==> src/rtl/pwm_capture_pkg.sv <==
// rtl/pwm_capture_pkg.sv - register map and counter constants shared by pwm_capture and its channels
package pwm_capture_pkg;

    localparam int NUM_CH = 3;

    localparam logic [4:0] ADDR_HIGH0   = 5'd0;
    localparam logic [4:0] ADDR_HIGH1   = 5'd4;
    localparam logic [4:0] ADDR_HIGH2   = 5'd8;
    localparam logic [4:0] ADDR_PERIOD0 = 5'd12;
    localparam logic [4:0] ADDR_PERIOD1 = 5'd16;
    localparam logic [4:0] ADDR_PERIOD2 = 5'd20;
    localparam logic [4:0] ADDR_STATUS  = 5'd24;
    localparam logic [4:0] ADDR_CTRL    = 5'd28;

    localparam int STATUS_VALID_LSB = 0;
    localparam int STATUS_OVF_LSB   = 3;

    localparam logic [7:0] CNT_MAX    = 8'hFF;
    localparam logic [7:0] CTRL_RESET = 8'h07;

    function automatic logic [7:0] sat_inc(input logic [7:0] v);
        return (v == CNT_MAX) ? CNT_MAX : v + 8'd1;
    endfunction

endpackage

==> src/rtl/pwm_capture_chan.sv <==
// rtl/pwm_capture_chan.sv - one capture channel: sync, optional deglitch (PWM_CAPTURE_DEGLITCH_EN), counters, capture
module pwm_capture_chan
    import pwm_capture_pkg::*;
#(
    parameter int SYNC_STAGES = 2,
    parameter int FILT_LEN    = 4
) (
    input  logic       clk,
    input  logic       rst,
    input  logic       en,
    input  logic       pwm_in,
    output logic [7:0] high,
    output logic [7:0] period,
    output logic       valid_set,
    output logic       ovf_set
);

    if (SYNC_STAGES < 2 || SYNC_STAGES > 3 || FILT_LEN < 2 || FILT_LEN > 15) begin : g_bad_param
        $error("pwm_capture_chan: SYNC_STAGES must be 2..3 and FILT_LEN 2..15");
    end

    logic [SYNC_STAGES-1:0] sync_q;
    logic                   sync_out;
    logic                   s;
    logic                   s_d;
    logic                   rise;
    logic                   armed;
    logic [7:0]             pcnt;
    logic [7:0]             hcnt;

    // The synchronizer runs even while the channel is disabled.
    always_ff @(posedge clk) begin
        if (rst) begin
            sync_q <= '0;
        end else begin
            sync_q <= {sync_q[SYNC_STAGES-2:0], pwm_in};
        end
    end

    assign sync_out = sync_q[SYNC_STAGES-1];

`ifdef PWM_CAPTURE_DEGLITCH_EN
    localparam logic [3:0] FILT_LAST = 4'(FILT_LEN - 1);

    logic [3:0] filt_cnt;

    // s follows the synced input only after FILT_LEN consecutive disagreeing cycles.
    always_ff @(posedge clk) begin
        if (rst) begin
            s        <= 1'b0;
            filt_cnt <= '0;
        end else if (sync_out == s) begin
            filt_cnt <= '0;
        end else if (filt_cnt == FILT_LAST) begin
            s        <= sync_out;
            filt_cnt <= '0;
        end else begin
            filt_cnt <= filt_cnt + 4'd1;
        end
    end
`else
    assign s = sync_out;
`endif

    assign rise      = s & ~s_d;
    assign valid_set = en & rise & armed;
    assign ovf_set   = en & ~rise & ((pcnt == CNT_MAX) | (s & (hcnt == CNT_MAX)));

    always_ff @(posedge clk) begin
        if (rst || !en) begin
            s_d   <= 1'b0;
            armed <= 1'b0;
            pcnt  <= '0;
            hcnt  <= '0;
        end else begin
            s_d <= s;
            if (rise) begin
                pcnt  <= 8'd1;
                hcnt  <= 8'd1;
                armed <= 1'b1;
            end else begin
                pcnt <= sat_inc(pcnt);
                if (s) begin
                    hcnt <= sat_inc(hcnt);
                end
            end
        end
    end

    // Results survive a disable; only reset clears them.
    always_ff @(posedge clk) begin
        if (rst) begin
            high   <= '0;
            period <= '0;
        end else if (valid_set) begin
            high   <= hcnt;
            period <= pcnt;
        end
    end

endmodule

==> src/rtl/pwm_capture.sv <==
// rtl/pwm_capture.sv - three-channel PWM high-time/period capture with byte register bus (PWM_CAPTURE_DEGLITCH_EN selects input filter)
module pwm_capture
    import pwm_capture_pkg::*;
#(
    parameter int SYNC_STAGES = 2,
    parameter int FILT_LEN    = 4
) (
    input  logic       clk,
    input  logic       rst,
    input  logic       rd_en,
    input  logic [4:0] addr,
    output logic [7:0] rd_data,
    output logic       rd_valid,
    input  logic       wr_en,
    input  logic [7:0] wr_data,
    input  logic [2:0] pwm_in
);

    logic [NUM_CH-1:0]      ctrl_en;
    logic [NUM_CH-1:0]      status_valid;
    logic [NUM_CH-1:0]      status_ovf;
    logic [NUM_CH-1:0]      valid_set;
    logic [NUM_CH-1:0]      ovf_set;
    logic [NUM_CH-1:0]      clr_valid;
    logic [NUM_CH-1:0]      clr_ovf;
    logic [NUM_CH-1:0][7:0] high_q;
    logic [NUM_CH-1:0][7:0] period_q;
    logic                   status_wr;
    logic                   ctrl_wr;
    logic [7:0]             rd_mux;

    for (genvar n = 0; n < NUM_CH; n++) begin : g_chan
        pwm_capture_chan #(
            .SYNC_STAGES (SYNC_STAGES),
            .FILT_LEN    (FILT_LEN)
        ) u_chan (
            .clk       (clk),
            .rst       (rst),
            .en        (ctrl_en[n]),
            .pwm_in    (pwm_in[n]),
            .high      (high_q[n]),
            .period    (period_q[n]),
            .valid_set (valid_set[n]),
            .ovf_set   (ovf_set[n])
        );
    end

    assign status_wr = wr_en && (addr == ADDR_STATUS);
    assign ctrl_wr   = wr_en && (addr == ADDR_CTRL);
    assign clr_valid = status_wr ? wr_data[STATUS_VALID_LSB +: NUM_CH] : '0;
    assign clr_ovf   = status_wr ? wr_data[STATUS_OVF_LSB +: NUM_CH] : '0;

    // A set event in the same cycle as a write-1-to-clear keeps the bit set.
    always_ff @(posedge clk) begin
        if (rst) begin
            ctrl_en      <= CTRL_RESET[NUM_CH-1:0];
            status_valid <= '0;
            status_ovf   <= '0;
        end else begin
            if (ctrl_wr) begin
                ctrl_en <= wr_data[NUM_CH-1:0];
            end
            status_valid <= (status_valid & ~clr_valid) | valid_set;
            status_ovf   <= (status_ovf & ~clr_ovf) | ovf_set;
        end
    end

    always_comb begin
        rd_mux = '0;
        case (addr)
            ADDR_HIGH0:   rd_mux = high_q[0];
            ADDR_HIGH1:   rd_mux = high_q[1];
            ADDR_HIGH2:   rd_mux = high_q[2];
            ADDR_PERIOD0: rd_mux = period_q[0];
            ADDR_PERIOD1: rd_mux = period_q[1];
            ADDR_PERIOD2: rd_mux = period_q[2];
            ADDR_STATUS:  rd_mux = {2'b00, status_ovf, status_valid};
            ADDR_CTRL:    rd_mux = {5'b00000, ctrl_en};
            default:      rd_mux = '0;
        endcase
    end

    always_ff @(posedge clk) begin
        if (rst) begin
            rd_valid <= 1'b0;
            rd_data  <= '0;
        end else begin
            rd_valid <= rd_en;
            if (rd_en) begin
                rd_data <= rd_mux;
            end
        end
    end

endmodule
==> config.mk <==
export PLATFORM = sky130hd
export DESIGN_NAME = pwm_capture
export DESIGN_NICKNAME = d
export VERILOG_FILES = /design/src/rtl/pwm_capture_pkg.sv /design/src/rtl/pwm_capture_chan.sv /design/src/rtl/pwm_capture.sv
export SDC_FILE = /design/constraint.sdc
export NUM_CORES = 1
export LEC_CHECK = 0
export CAP_MARGIN = 20
export CORE_ASPECT_RATIO = 0.7
export CORE_MARGIN = 1
export CORE_UTILIZATION = 30
export DETAILED_ROUTE_END_ITERATION = 10
export DONT_BUFFER_PORTS = 1
export PLACE_DENSITY = 0.46
export SYNTH_ARGS = -nofsm -noshare
export SYNTH_HDL_FRONTEND = slang
export SYNTH_SLANG_ARGS = --single-unit
==> constraint.sdc <==
create_clock -name clk -period 3.5 [get_ports clk]
set_clock_uncertainty 0.1 [all_clocks]
set_input_delay 0.35 -clock clk [delete_from_list [all_inputs] [get_ports clk]]
set_output_delay 0.35 -clock clk [all_outputs]
set_load 0.1 [all_outputs]
# == Yosys cells after proc, flatten, opt, wreduce, memory -nomap -nowiden ==
# Index checks and enable logic that the tools add are counted.
# totals
out_inout_bits,9
inputBits,20
regBits,126
# op_classes
n_eq_ne,13
n_reduce_logical,15
n_addsub,6
mux,18
n_bitwise,33
# ops
cell,count
one-hot mux 8 bit (8 select lines),1
adder 8 x 1 -> 8 bit (second input constant),6
equality test 8 bit (second input constant),6
2-to-1 mux 8 bit,6
equality test 5 bit (second input constant),4
bitwise AND 1 bit,18
equality test 5 x 4 -> 1 bit (second input constant),2
2-to-1 mux 1 bit,9
bitwise AND 3 bit,2
2-to-1 mux 3 bit,2
NOT 1 bit,6
NOT 3 bit,2
bitwise OR 3 bit,2
nonzero test 2 bit,3
OR reduction 2 bit,3
equality test 5 x 3 -> 1 bit (second input constant),1
zero test 5 bit,1
zero test 1 bit,3
logical OR 1 bit,3
bitwise OR 1 bit,3
logical AND 1 bit,2

# == Logic depth before layout (Yosys ltp) ==
# Gate-level depths: netlist of run 1.
# depth
word_depth,6
depth_mapped,7

# == Hierarchy ==
# Synthesis of run 1 repeated with hierarchy kept, for this count alone.
# unflattened
hier_cells,636
hier_area_um2,5698.0
# modules_own_cells
module,instances,area_per_inst_um2,cells_each
pwm_capture_chan,3,1512.7,168
pwm_capture,1,1159.9,132

# == Worst setup path after synthesis of run 1 ==
# OpenSTA, ideal clock, no wires.
# synth_timing
path_kind,flip-flop to flip-flop
from,register rd_data[1] (netlist name)
to,register rd_data[1]
arrival_ps,1439
synth_period_minus_slack_ps,1634
setup_slack_ps,1866
stages_incl_launch_ff,3
cell_sequence,dfxtp_1 a222oi_1 a221oi_1
# synth_lines
item,line_no,rtl
"end signal, assigned",pwm_capture.sv:90,rd_data <= rd_mux;
"end, declared",pwm_capture.sv:12,"output logic [7:0] rd_data,"

# == Worst setup path after layout of run 1 ==
# layout_timing
from,register rd_data[5]
to,output rd_data[5]
# No word-level cell between the ends.

==> reports/qor.yml, run 1 <==
start_kind: "flip-flop"
yosys_warnings: 0
timing.final.crit_share: 0.536
synth-xor-area-share: 0.0288
reg2reg_slack_ps: 1670
cts-root-buf: "clkbuf_16"
p_per_area_nw_per_um2: 524
start_util: 0.313
synthAdderAreaFrac: 0.0137
syn2layout_area_growth_pct: 13.1
critPathArrivalTime_ps: 1430
regToRegStartpoint: "g_chan[0].u_chan.sync_q[1]"
switching_share: 0.237
criticalPathCategory: "reg -> out"
peakVddDrop_uv: 233
place_area_um2: 5540
cts_sinks: 126
grt_max_degree: 62
io_pins: 29
core_um2: 17500
grt_pass1_wl_mm: 22.4
yosysTopAreaCell: "dfxtp_1"
rows: 40
seqCellArea_um2: 2520
die_height_um: 115
hold_end: "status_valid[1]"
syn_nets: 655
ys_top_cells_by_area: "dfxtp_1 (46%), nand2_1 (8.9%), a21oi_1 (7.8%)"
hold_buffers: 8
worstReg2RegEnd: "g_chan[0].u_chan.high[1]"
vias_per_cell: 5.04
hold_viol: 0
grt_pass1_vias: 4007
layout.nets: 650
clock.fmax_ghz: 0.533
r2r.worst_path.cells: 4
grtUsageTotal: 0.158
drtIter0Drc: 329
synth.area.mux_share: 0.0581
overflow: 0
outcome: "complete, no violations"
drv_cap: 0
drt_wl_total_mm: 14.2
grt_setup_unrepaired: "no"
die_w_um: 163
synthSimpleGateAreaFrac: 0.241
yosysSeqAreaShare: 0.461
post-synth-top-count-cell: "nand2_1"
portBuffers: 0
htree_levels: 4
hp-class: "in -> reg"
dieArea_um2: 18800
routedWlPerCell_um: 16.3
vias: 4372
p_switching_mw: 0.767
slew_viol_final: 0
hpwl_mm: 10.2
cts_resized: 0
finalSetupViolCount: 0
cts_setup_buffers: 0
antenna_found_initial: 0
async_flop_share: 0
hold_start: "wr_data[1]"
post_synth_num_cell_types: 59
yosys.area.top_type_share: 0.461
synth_commonest_cells: "nand2_1 (129), dfxtp_1 (126), a21oi_1 (85)"
syn_avg_cell_area_um2: 8.69
drive_gt1_frac: 0.0912
combPwrFrac: 0.032
ys.flop_type: "dfxtp_1"
pwr-share-seq: 0.458
synth-edff-count: 0
slew_headroom: 0.296
min_period_ps: 1880
cp-end-kind: "primary output"
synth_top_family_by_area: "simple AND/OR/NAND/NOR gates"
netlist_instances: 629
intPower_mw: 2.47
cts.path.max_buffers: 2
synth_compound_area_frac: 0.143
ant_nets: 0
drc_errors: 0
setup_tns_ps: 0
leakage_nw: 2.09
clkPwrFrac: 0.510
numCtsBuffers: 17
place.gp.congestion: 0.772
netlist_area_um2: 5470
synth-seq-cells: 126
crit_required_ps: 3050
cts.clk_slew.worst_paths_ps: 60
holdPathStages: 2
crit_path_max_fanout: 2
drtPass1Iterations: 4
final_cell_area_um2: 6180
multi_input_area_um2: 2660
worst-slew-pin-transition_ps: 1060
fill_cells: 1768
cts_tree: "built"
antenna_cells: 0
clk_latency_ps: 410
==> kinds of logic after synthesis <==
| kind of cell | after synthesis |
|---|---|
| adders and majority gates | 6 |
| muxes | 26 |
| AOI/OAI and AO/OA | 131 |
| buffers and inverters | 49 |
| and+or+nand+nor | 273 |
| DFF | 126 |
| xor gates and xnor gates | 18 |
==> power groups by stage <==
stage          sequential, mW  clock (mW)  combinational (mW)
2_1_floorplan            1.51           0              0.0978
3_3_place_gp             1.51           0              0.0820
3_5_place_dp             1.51           0              0.0834
4_1_cts                  1.48        1.68               0.105
5_1_grt                  1.49        1.74               0.118
6_report                 1.48        1.65               0.105
==> metrics by stage <==
step	power, mW	utilization	instances	hold WS [ps]	setup WS, ps
finish	3.24	0.354	867	26.2	1620
global route	3.34	0.354	867	28.9	1510
CTS	3.27	0.354	867	24.8	1620
detailed placement	1.60	0.317	828	329	1670
global placement	1.60	0.317	828	330	1730
floorplan	1.61	-	629	314	1870
==> registers in the layout, indices dropped and copies added (netlist names) <==
name                  count
status_valid              3
g_chan.u_chan.high       24
g_chan.u_chan.pcnt       24
g_chan.u_chan.armed       3
rd_data                   8
g_chan.u_chan.period     24
g_chan.u_chan.s_d         3
g_chan.u_chan.sync_q      6
status_ovf                3
rd_valid                  1
g_chan.u_chan.hcnt       24
ctrl_en                   3
==> per-layer routing <==
layer,share of wire,track usage,vias up
met3,0.043,0.0393,15
met4,0.011,0.0505,0
met1,0.54,0.238,2114
met5,0,0,-
li1,-,-,2175
met2,0.40,0.216,68
==> placed cells by master, fill, tap and decap left out, types with 4 or more instances in the layout <==
cell and count:
nand2_1 129, dfxtp_1 126, a21oi_1 85, nor2_1 42
nand3_1 22, nor2b_1 18, clkbuf_16 17, mux2i_1 16
and3_1 14, nor3_1 14, inv_1 14, xor2_1 9
xnor2_1 9, o21ai_0 7, dlygate4sd3_1 7, mux2_2 6
ha_1 6, a31oi_1 5, and4_1 4, nand3_2 4
mux4_2 4, a221oi_1 4, clkinvlp_4 4
==> worst register-to-register path, stage by stage (launching register included) <==
cell and delay, ps:
dfxtp_1 490, nor2b_4 260, and3_1 510, nand2_1 250
a21oi_1 160
==> worst max path at each step <==
stage,from,depth (start not counted),to
after floorplan,rd_data[1],2,rd_data[1]
after global placement,g_chan[0].u_chan.sync_q[1],4,g_chan[0].u_chan.high[2]
after detailed placement,g_chan[0].u_chan.sync_q[1],4,g_chan[0].u_chan.high[2]
after CTS,rd_data[4],0,rd_data[4]
after global routing,g_chan[0].u_chan.sync_q[1],4,g_chan[0].u_chan.high[2]
final,rd_data[5],0,rd_data[5]
==> area by class of cell <==
type	count	share of cell area
multi-input combinational	454	0.429
sequential	126	0.408
clock inverter	13	0.0192
timing repair buffer	10	0.0182
clock buffer	18	0.0694
tap	231	0.0467
inverter	15	0.00911
Note: power is estimated with default switching activity, not from simulation.
==> inputs of run 2 (changes only) <==
Clock period 3.5 ns to 1.9 ns, I/O delays scaled along.
==> reports/qor.yml, run 2 (same netlist as run 1, synthesis figures left out) <==
outcome: "complete, no violations"
leakage_nw: 2.29
min_period_ps: 1760
drtPass1Iterations: 5
drt_wl_total_mm: 14.2
overflow: 0
core_um2: 17500
crit_required_ps: 2090
cts.path.max_buffers: 2
layout_commonest_cell: "nand2_1"
ant_nets: 0
timing.final.crit_share: 0.929
drtIter0Drc: 314
layout.nets: 676
cts-root-buf: "clkbuf_16"
busiest_layer: "met1"
cts_sinks: 126
critPathTopFamily: "buffers and inverters"
start_kind: "primary input"
cp-end-kind: "flip-flop"
numCtsBuffers: 17
grt_max_degree: 67
slew_viol_final: 0
hp-class: "in -> reg"
vias: 4411
peakVddDrop_uv: 490
grt_setup_unrepaired: "no"
slew_headroom: 0.605
grtUsageTotal: 0.161
final_core_util: 0.374
worst-slew-pin-transition_ps: 592
dieArea_um2: 18800
grt_pass1_vias: 4196
criticalPathCategory: "in -> reg"
cts_tree: "built"
drc_errors: 0
grt_pass1_wl_mm: 22.9
use_met2: 0.226
final_cells: 894
die_height_um: 115
dp.cells: 846
die_w_um: 163
setup_tns_ps: 0
clk_latency_ps: 410
use_met3: 0.0437
crit_path_max_fanout: 18
drive_gt1_frac: 0.116
fin_hold_ws_ps: 18.1
routedWlPerCell_um: 15.9
crit_buf_inv: 2
hold_viol: 0
antenna_found_initial: 0
cts_resized: 0
place.gp.congestion: 0.766
antenna_cells: 0
critPathArrivalTime_ps: 1950
crit_top_cell: "dlygate4sd3_1"
vias_per_cell: 4.93
start_util: 0.313
final_cell_mix: "nand2_1 (129), dfxtp_1 (126), a21oi_1 (85)"
cts.clk_slew.worst_paths_ps: 60
syn2layout_area_growth_pct: 19.4
drv_cap: 0
crit_chain: "dlygate4sd3_1 > a221oi_1 > a21oi_1 > o21a_1 > dlygate4sd3_1"
portBuffers: 0
final_cell_area_um2: 6530
htree_levels: 4
place_ws_ps: 245
clock.fmax_ghz: 0.567
slowest_stage: "dlygate4sd3_1"
power_mw: 6.64
grt.met1_usage: 0.235
max_stage_delay_ps: 700
place_area_um2: 5690
finalSetupViolCount: 0
io_pins: 29
p_per_area_nw_per_um2: 1020
fin_ws_ps: 136
rows: 40
hpwl_mm: 10.2
[run 2: what timing repair did]
item                      in CTS  in global routing
hold endpoints to repair      78                  0
setup buffers                  0                  0
hold buffers                  16                  0
[run 2: where the power goes]
group          switching [mW]  internal [mW]
logic                   0.146          0.102
registers              0.0313           2.68
clock network            1.21           2.46
[run 2: area by class of cell]
class,instances,area (um^2)
clock buffer,18,429
clock inverter,14,240
fill,1787,10900
inverter,15,56.3
multi-input combinational,454,2660
sequential,126,2520
tap,231,289
timing repair buffer,36,340
[run 2: worst register-to-register path: cells and delay by family (launching register included)]
| kind | cells | cell delay (ps) |
|---|---|---|
| DFF | 1 | 370 |
| AOI/OAI and AO/OA | 2 | 290 |
| and+or+nand+nor | 2 | 640 |
| adders and majority gates | 1 | 230 |
[run 2: final timing paths]
kind / startpoint / end / slack [ps] / depth (start not counted)
worst max-delay path: addr[2] / rd_data[3] / 140 / 5
worst min-delay path: addr[4] / rd_data[7] / 20 / 2
worst min register to register: g_chan[0].u_chan.sync_q[0] / g_chan[0].u_chan.sync_q[1] / 330 / 1
worst max register to register: g_chan[2].u_chan.pcnt[0] / status_ovf[2] / 210 / 5
[run 2: metal layers]
layer  share of wire  vias to the layer above
li1                -                     2232
met1            0.53                     2096
met2            0.41                       72
met3           0.049                       11
met4           0.012                        0
met5               0                        -
==> inputs of run 3 (changes only) <==
Settings changed: ABC_AREA from default to 1, HOLD_SLACK_MARGIN from default to 0.02.
==> reports/qor.yml, run 3 <==
outcome: "complete, no violations"
cts.path.max_buffers: 2
layout.nets: 779
dp.cells: 959
grtUsageTotal: 0.165
cts_setup_buffers: 0
grt_pass1_vias: 4548
syn_nets: 761
p_per_area_nw_per_um2: 997
layout_commonest_cell: "dfxtp_1"
antenna_cells: 0
portBuffers: 0
crit_required_ps: 2140
critPathArrivalTime_ps: 1960
yosysTopAreaCell: "dfxtp_1"
min_period_ps: 1720
cts.clk_slew.worst_paths_ps: 60
syn_avg_cell_area_um2: 7.59
slew_headroom: 0.280
vias_per_cell: 4.86
drive_gt1_frac: 0.124
cts_sinks: 126
rows: 41
hold_viol: 0
slew_viol_final: 0
cp-end-kind: "flip-flop"
yosysSeqAreaShare: 0.452
die_w_um: 165
final_core_util: 0.365
vias: 4871
start_util: 0.308
drv_cap: 0
htree_levels: 4
cts_tree: "built"
yosys.area.top_type_share: 0.452
start_kind: "flip-flop"
r2r.worst_path.cells: 9
yosys_warnings: 0
crit_path_max_fanout: 4
drtPass1Iterations: 5
leakage_nw: 2.64
worstReg2RegEnd: "status_ovf[1]"
place.gp.congestion: 0.799
drc_errors: 0
fill_cells: 1873
setup_tns_ps: 0
grt_max_degree: 31
grt_setup_unrepaired: "no"
synth_commonest_cells: "dfxtp_1 (126), nand2_1 (110), nor2_1 (103)"
hpwl_mm: 10.5
drt_wl_total_mm: 14.6
grt_pass1_wl_mm: 24.0
power_mw: 6.59
post-synth-top-count-cell: "dfxtp_1"
netlist_instances: 735
finalSetupViolCount: 0
drtIter0Drc: 350
criticalPathCategory: "reg -> reg"
die_height_um: 116
crit_path_end: "status_ovf[1]"
ant_nets: 0
critPathLaunch: "g_chan[1].u_chan.pcnt[0]"
netlist_area_um2: 5580
overflow: 0
ys.flop_type: "dfxtp_1"
clk_latency_ps: 420
routedWlPerCell_um: 14.6
async_flop_share: 0
cts-root-buf: "clkbuf_16"
clock.fmax_ghz: 0.582
antenna_found_initial: 0
hp-class: "in -> reg"
synth-edff-count: 0
numCtsBuffers: 17
post_synth_num_cell_types: 38
regToRegStartpoint: "g_chan[1].u_chan.pcnt[0]"
final_cell_mix: "dfxtp_1 (126), nand2_1 (110), nor2_1 (103)"
io_pins: 29
dieArea_um2: 19200
timing.final.crit_share: 0.904
syn2layout_area_growth_pct: 18.5
ys_top_cells_by_area: "dfxtp_1 (45%), nand2_1 (7.4%), nor2_1 (6.9%)"
core_um2: 18100
synth-seq-cells: 126
reg2reg_slack_ps: 180
final_cells: 1002
peakVddDrop_uv: 641
worst-slew-pin-transition_ps: 1080
[run 3: cell types whose count changed after synthesis, sizes merged, moves of 14 or more]
cell   change
a21oi     -29
and3      -14
inv       +62
mux2i     -15
nand2     -19
nand4     +53
nor2      +73
nor2b     -20
o21ai     +66
[run 3: cell type report]
| class | instances | area, um^2 | share of cell area |
|---|---|---|---|
| Clock buffer | 17 | 425 | 0.0643 |
| Sequential cell | 126 | 2520 | 0.381 |
| Multi-Input combinational cell | 498 | 2580 | 0.390 |
| Inverter | 79 | 299 | 0.0452 |
| Clock inverter | 15 | 218 | 0.0329 |
| Tap cell | 236 | 295 | 0.0447 |
| Timing Repair Buffer | 31 | 273 | 0.0412 |
[run 3: worst min path at each step]
stage                               end  start  slack (ps)  cells after the start
2_1_floorplan             status_ovf[0]    rst         190                      1
3_3_place_gp            status_valid[0]    rst         170                      1
3_5_place_dp            status_valid[0]    rst         170                      1
4_1_cts                      ctrl_en[1]  wr_en          50                      2
5_1_grt                      ctrl_en[0]  wr_en          60                      2
6_report       g_chan[0].u_chan.pcnt[0]    rst          60                      3
[run 3: per-stage QoR]
step | instance area (um^2) | hold WS, ps | setup WS (ps)
3_5_place_dp | 5850 | 172 | 175
2_1_floorplan | 5580 | 187 | 465
6_report | 6610 | 60.7 | 182
3_3_place_gp | 5850 | 167 | 225
5_1_grt | 6610 | 64.1 | 0.347
4_1_cts | 6610 | 50.6 | 154
[run 3: repair_timing]
action	4_1_cts	5_1_grt
resized for setup	0	1
hold buffers	11	0
setup endpoints to repair	0	4
endpoints found under the hold margin	24	0
[run 3: cell families after synthesis]
family | Yosys count | synth area share
and+or+nand+nor | 320 | 0.269
DFF | 126 | 0.452
AOI/OAI and AO/OA | 152 | 0.147
xor gates and xnor gates | 19 | 0.0298
muxes | 1 | 0.00179
buffers and inverters | 111 | 0.0876
adders and majority gates | 6 | 0.0134
[run 3: routing by layer]
layer,part of all wire,routed length (um),up-vias,GRT usage
li1,-,-,2509,-
met1,0.55,7960,2272,0.244
met2,0.41,5940,79,0.231
met3,0.037,546,11,0.0352
met4,0.0095,138,0,0.0606
met5,0,0,-,0
[run 3: where the power goes]
| part | switching, mW | internal (mW) |
|---|---|---|
| sequential | 0.0453 | 2.69 |
| clock | 1.23 | 2.32 |
| combinational | 0.199 | 0.0980 |
| total | 1.48 | 5.11 |
[run 3: worst max-delay path, cell delays in order (launching register included)]
cell	delay (ps)
dfxtp_1	390
ha_1	240
nand2_1	80
nor3_2	250
nand2_1	100
nor2_2	200
inv_2	90
nand2_1	70
nand2_1	50
o21ai_1	70
